[config.mk]
export PLATFORM = sky130hd
export DESIGN_NAME = sar_bit_bank
export DESIGN_NICKNAME = d
export VERILOG_FILES = /design/src/rtl/sar_bit_bank.sv
export SDC_FILE = /design/constraint.sdc
export NUM_CORES = 1
export LEC_CHECK = 0
export CAP_MARGIN = 20
export CORE_ASPECT_RATIO = 0.7
export CORE_MARGIN = 3
export CORE_UTILIZATION = 25
export DETAILED_ROUTE_END_ITERATION = 10
export SYNTH_ARGS = -nofsm -noshare
export SYNTH_HDL_FRONTEND = slang
export SYNTH_SLANG_ARGS = --single-unit
[constraint.sdc]
create_clock -name CLK -period 2.9 [get_ports CLK]
set_clock_uncertainty 0.05 [all_clocks]
set_input_delay 0.58 -clock CLK [delete_from_list [all_inputs] [get_ports CLK]]
set_output_delay 0.58 -clock CLK [all_outputs]
set_load 0.005 [all_outputs]
[src/rtl/sar_bit_bank.sv]
// SAR ADC result bank: decodes the conversion-FSM phase strobes, drives the trial code to the
// cap DAC and buffers completed 6-bit results in a 2-entry valid/ready FIFO.
module sar_bit_bank (
    input  logic       CLK,
    input  logic       RESET_N,
    input  logic       SAR_RESET,
    input  logic [4:0] OUTEN,
    input  logic       VCOMP,
    input  logic       RD_READY,
    output logic [5:0] DAC_CODE,
    output logic [5:0] RD_DATA,
    output logic       RD_VALID,
    output logic       OVERFLOW,
    output logic       PROTO_ERR
);

    localparam int unsigned W  = 6;
    localparam int unsigned CW = 2;

    localparam logic [2:0] S_IDLE   = 3'd0;
    localparam logic [2:0] S_SAMPLE = 3'd1;
    localparam logic [2:0] S_B5     = 3'd2;
    localparam logic [2:0] S_B4     = 3'd3;
    localparam logic [2:0] S_B3     = 3'd4;
    localparam logic [2:0] S_B2     = 3'd5;
    localparam logic [2:0] S_B1     = 3'd6;
    localparam logic [2:0] S_B0     = 3'd7;

    logic [2:0]    state_q, state_d;
    logic [W-1:0]  dac_d;
    logic          err_d;
    logic          push;
    logic          is_bit;
    logic [2:0]    bit_n;
    logic [2:0]    need;
    logic [2:0]    tgt;

    logic [W-1:0]  tail_q, tail_d;
    logic [W-1:0]  head_d;
    logic [CW-1:0] cnt_q, cnt_d;
    logic          valid_d;
    logic          ovf_d;
    logic          pop;

    // One-hot bit-phase decode: which bit is resolved, required previous phase, resulting phase
    always_comb begin
        is_bit = 1'b1;
        bit_n  = 3'd0;
        need   = S_IDLE;
        tgt    = S_IDLE;
        case (OUTEN)
            5'b10000: begin bit_n = 3'd5; need = S_SAMPLE; tgt = S_B5; end
            5'b01000: begin bit_n = 3'd4; need = S_B5;     tgt = S_B4; end
            5'b00100: begin bit_n = 3'd3; need = S_B4;     tgt = S_B3; end
            5'b00010: begin bit_n = 3'd2; need = S_B3;     tgt = S_B2; end
            5'b00001: begin bit_n = 3'd1; need = S_B2;     tgt = S_B1; end
            default:  is_bit = 1'b0;
        endcase
    end

    // Phase tracker and trial-code update
    always_comb begin
        state_d = state_q;
        dac_d   = DAC_CODE;
        err_d   = PROTO_ERR;
        push    = 1'b0;
        if (SAR_RESET) begin
            if (OUTEN == 5'd0) begin
                state_d = S_SAMPLE;
                dac_d   = W'(6'b100000);
            end else begin
                state_d = S_IDLE;
                err_d   = 1'b1;
            end
        end else if (OUTEN == 5'd0) begin
            // A zero phase right after BIT1 is the BIT0 decision; elsewhere it is just idle
            if (state_q == S_B1) begin
                state_d  = S_B0;
                dac_d[0] = VCOMP;
                push     = 1'b1;
            end else begin
                state_d = S_IDLE;
            end
        end else if (is_bit && (state_q == need)) begin
            state_d              = tgt;
            dac_d[bit_n]         = VCOMP;
            dac_d[bit_n - 3'd1]  = 1'b1;
        end else begin
            state_d = S_IDLE;
            err_d   = 1'b1;
        end
    end

    // Result FIFO: head lives in RD_DATA, second entry in tail_q
    always_comb begin
        pop    = RD_VALID && RD_READY;
        head_d = RD_DATA;
        tail_d = tail_q;
        cnt_d  = cnt_q;
        ovf_d  = OVERFLOW;
        case (cnt_q)
            2'd0: begin
                if (push) begin
                    head_d = dac_d;
                    cnt_d  = 2'd1;
                end
            end
            2'd1: begin
                if (push && pop) begin
                    head_d = dac_d;
                end else if (push) begin
                    tail_d = dac_d;
                    cnt_d  = 2'd2;
                end else if (pop) begin
                    cnt_d  = 2'd0;
                end
            end
            default: begin
                if (push && pop) begin
                    head_d = tail_q;
                    tail_d = dac_d;
                end else if (pop) begin
                    head_d = tail_q;
                    cnt_d  = 2'd1;
                end else if (push) begin
                    ovf_d  = 1'b1;
                end
            end
        endcase
        valid_d = (cnt_d != 2'd0);
    end

    always_ff @(posedge CLK or negedge RESET_N) begin
        if (!RESET_N) begin
            state_q   <= S_IDLE;
            DAC_CODE  <= '0;
            PROTO_ERR <= 1'b0;
            RD_DATA   <= '0;
            tail_q    <= '0;
            cnt_q     <= '0;
            RD_VALID  <= 1'b0;
            OVERFLOW  <= 1'b0;
        end else begin
            state_q   <= state_d;
            DAC_CODE  <= dac_d;
            PROTO_ERR <= err_d;
            RD_DATA   <= head_d;
            tail_q    <= tail_d;
            cnt_q     <= cnt_d;
            RD_VALID  <= valid_d;
            OVERFLOW  <= ovf_d;
        end
    end

endmodule

==> flow_summary_export.csv <==
group,metric,value,unit
run_status,outcome,"completed",
sta,worst_pin_slew,0.640,ns
place,dp_hpwl,3440,um
synth,ys.warnings.count,0,
layout,syn_to_final_growth,40.4,%
sta,period_share,96.8,%
sta,hold_ws,0.414,ns
clocking,clkSinkCount,26,
synth,synth_simple_gate_area_share,21.3,%
synth,synth.area.mux_share,5.30,%
detailed_routing,wl_per_cell,15.0,um
synth,async_reset_ff_share,100,%
synth,ys_top_cells_by_count,"dfrtp_1 (26), nand2_1 (15), o21ai_0 (15), nor2_1 (10), a21oi_1 (9)",
clocking,h-tree-depth,1,
place,post_dp_cell_area,2160,um^2
clocking,insertion_delay,0.26,ns
sta,setup_viol,0,
detailed_routing,wl,4580,um
critical_path,crit_path_max_fanout,6,
global_route,grt_pass1_vias,1395,
critical_path,r2r_end,"tail_q[5]$_DFFE_PN0P_",
synth,ys.flop_type,"dfrtp_1",
detailed_routing,first_pass_iters,4,
worst_hold_path,hold_start,"OVERFLOW$_DFFE_PN0P_",
clocking,clockBufferDepth,2,
place,io_buffers,24,
detailed_routing,num_vias,1551,
synth,synth_edf_count,0,
layout,drive_gt1_share,23.5,%
die,die_w,102,um
global_route,grt_pass1_wl,7270,um
synth,synth_top_area_cell,"dfrtp_1",
worst_hold_path,min_to,"OVERFLOW$_DFFE_PN0P_",
global_route,grtUsageMet3,3.80,%
power_and_ir_drop,max-vdd-ir-drop,0.174,mV
power_and_ir_drop,p_leak,1.03,nW
global_route,met2_usage,16.3,%
sta,final.setup.worst_slack,0.0917,ns
synth,synth-seq-cells,26,
sta,rsz0062_at_grt,"false",
global_route,busiest_layer,"met1",
sta,min_period,2.81,ns
global_route,grt_usage,12.1,%
critical_path,critPathArrivalTime,2.92,ns
sta,fin_tns_setup,0,ns
clocking,postCtsHoldBufs,0,
global_route,gr-total-overflow,0,
die,io_pins,25,
synth,synth_top_area_share,40.0,%
sta,maxSlewHeadroom,57.0,%
critical_path,critical_path_class,"in2reg",
clocking,clk_pin_slew,0.09,ns
die,die-area,7530,um^2
die,die_h,73.5,um
synth,synth_compound_area_share,22.5,%
synth,synth_fp_nets,191,
synth,ys_types,47,
power_and_ir_drop,p_per_area,395,nW/um^2
global_route,antenna_found_initial,0,
synth,avgSynthCellArea,9.04,um^2
place,finalWeightedCongestion,0.886,
synth,netlist_area,1630,um^2
global_route,grt_start_max_net_pins,27,
detailed_routing,drt-initial-drc-count,109,
clocking,clockRootBuffer,"clkbuf_8",
critical_path,endpoint_kind,"register",
die,rows,23,
die,core_area,6010,um^2
die,start_util,27.1,%
detailed_routing,vias_per_cell,5.09,
worst_hold_path,whs_path_depth,1,
worst_hold_path,min_path_type,"reg2reg",
synth,synth_xor_xnor_area_share,5.38,%
place,place_ws,-0.328,ns
critical_path,critPathLaunchType,"primary input",
synth,synth_fa_ha_area_share,0.769,%
synth,synth_top_family_by_area,"compound AO/OA/AOI/OAI gates",
sta,fmax,0.356,GHz
sta,maxSlewViolCount,0,
critical_path,r2r_slack,0.61,ns
critical_path,worst-endpoint-required,3.01,ns
clocking,cts_setup_buffers,0,
synth,synth_area_leaders,"dfrtp_1 (40%), o21ai_0 (4.6%), mux2_2 (3.5%)",
detailed_routing,postRouteAntennaNets,0,
sta,hold_viol_final,0,
run,drv_cap,0,
layout,diodes,0,
synth,synth.yosys.seq_area_share,40.0,%
clocking,cts_buffers,3,
critical_path,rr_startpoint,"state_q[2]$_DFF_PN0_",
layout,fill_cells,603,
clocking,cts_tree,"done",
layout,finalNetCount,242,
detailed_routing,route.detailed.drc,0,
global_route,globalRouteMet1Util,19.5,%
critical_path,reg2regPathDepth,6,
synth,syn_inst,180,
layout,final_cell_area,2280,um^2
synth,synth_most_common_cell,"dfrtp_1",
## layer usage
| metal | wire, um | vias to the layer above |
|---|---|---|
| met1 | 2580 | 752 |
| li1 | - | 756 |
| met2 | 1700 | 43 |
| met4 | 0 | 0 |
| met3 | 300 | 0 |
| met5 | 0 | - |
## cell usage in the layout, fill, tap and decap left out, drive strengths merged, types with 3 or more instances in the layout
master	instances
nor4	4
clkdlybuf4s50	21
dfrtp	26
a22o	4
inv	6
xor2	6
a22oi	3
mux2	5
o21ai	17
nand2	15
buf	34
a21o	7
nand3b	4
xnor2	4
a21oi	9
or3	5
nor2	10
clkbuf	3
nand3	6
mux2i	3
nor3	4
## state kept, by name (all words and copies together), names as in the netlist
| signal | count |
|---|---|
| DAC_CODE | 6 |
| RD_DATA | 6 |
| tail_q | 6 |
| state_q | 3 |
| cnt_q | 2 |
| OVERFLOW | 1 |
| PROTO_ERR | 1 |
| RD_VALID | 1 |
## kinds of logic after synthesis
family,Yosys count
AND/OR/NAND/NOR,61
multiplexers,8
adder cells (fa/ha/maj),1
AO/OA/AOI/OAI,55
XOR/XNOR,10
buffers and inverters,19
flip-flops,26
## through the flow
step / utilization, % / cells / power [mW]
floorplan: - / 180 / 0.490
global placement: 35.9 / 300 / 0.609
detailed placement: 35.9 / 300 / 0.606
CTS: 37.1 / 304 / 0.906
global route: 38.0 / 305 / 0.947
finish: 38.0 / 305 / 0.901
## worst max-delay path by stage
stage,start,endpoint,slack [ns],depth (start not counted)
floorplan,OUTEN[1],tail_q[0]$_DFFE_PN0P_,0.16,10
global route,OUTEN[1],tail_q[1]$_DFFE_PN0P_,0.01,12
finish,OUTEN[1],tail_q[5]$_DFFE_PN0P_,0.09,8
detailed placement,OUTEN[0],tail_q[0]$_DFFE_PN0P_,-0.33,10
global placement,OUTEN[0],tail_q[0]$_DFFE_PN0P_,-0.28,10
CTS,OUTEN[2],tail_q[1]$_DFFE_PN0P_,0.04,11
## final cells by class
type / instances / area, um^2 / area share, %
clock buffers: 3 / 41.3 / 1.81
clock inverters: 1 / 30.0 / 1.31
inverters: 6 / 22.5 / 0.986
multi-input cells: 136 / 947 / 41.5
flip-flops and latches: 26 / 651 / 28.5
well taps: 75 / 93.8 / 4.11
repair buffers: 58 / 499 / 21.9
## critical path, cell delays in order
cell             delay (ns)
clkdlybuf4s50_1        0.47
buf_4                  0.18
and4bb_2               0.22
or3_1                  0.33
a21oi_2                0.30
nor4_4                 0.13
or3_1                  0.41
mux2_2                 0.29
## what timing repair did
action / 4_1_cts / 5_1_grt
cloned: 0 / 1
pin swaps: 0 / 2
hold endpoints to repair: 0 / 0
endpoints found under the setup margin: 4 / 14
gates resized for setup: 1 / 8
## where the power goes
group	internal, mW	switching [mW]
clock network	0.185	0.111
registers	0.377	0.0130
logic	0.109	0.107
Note: power is estimated with default switching activity, not from simulation.
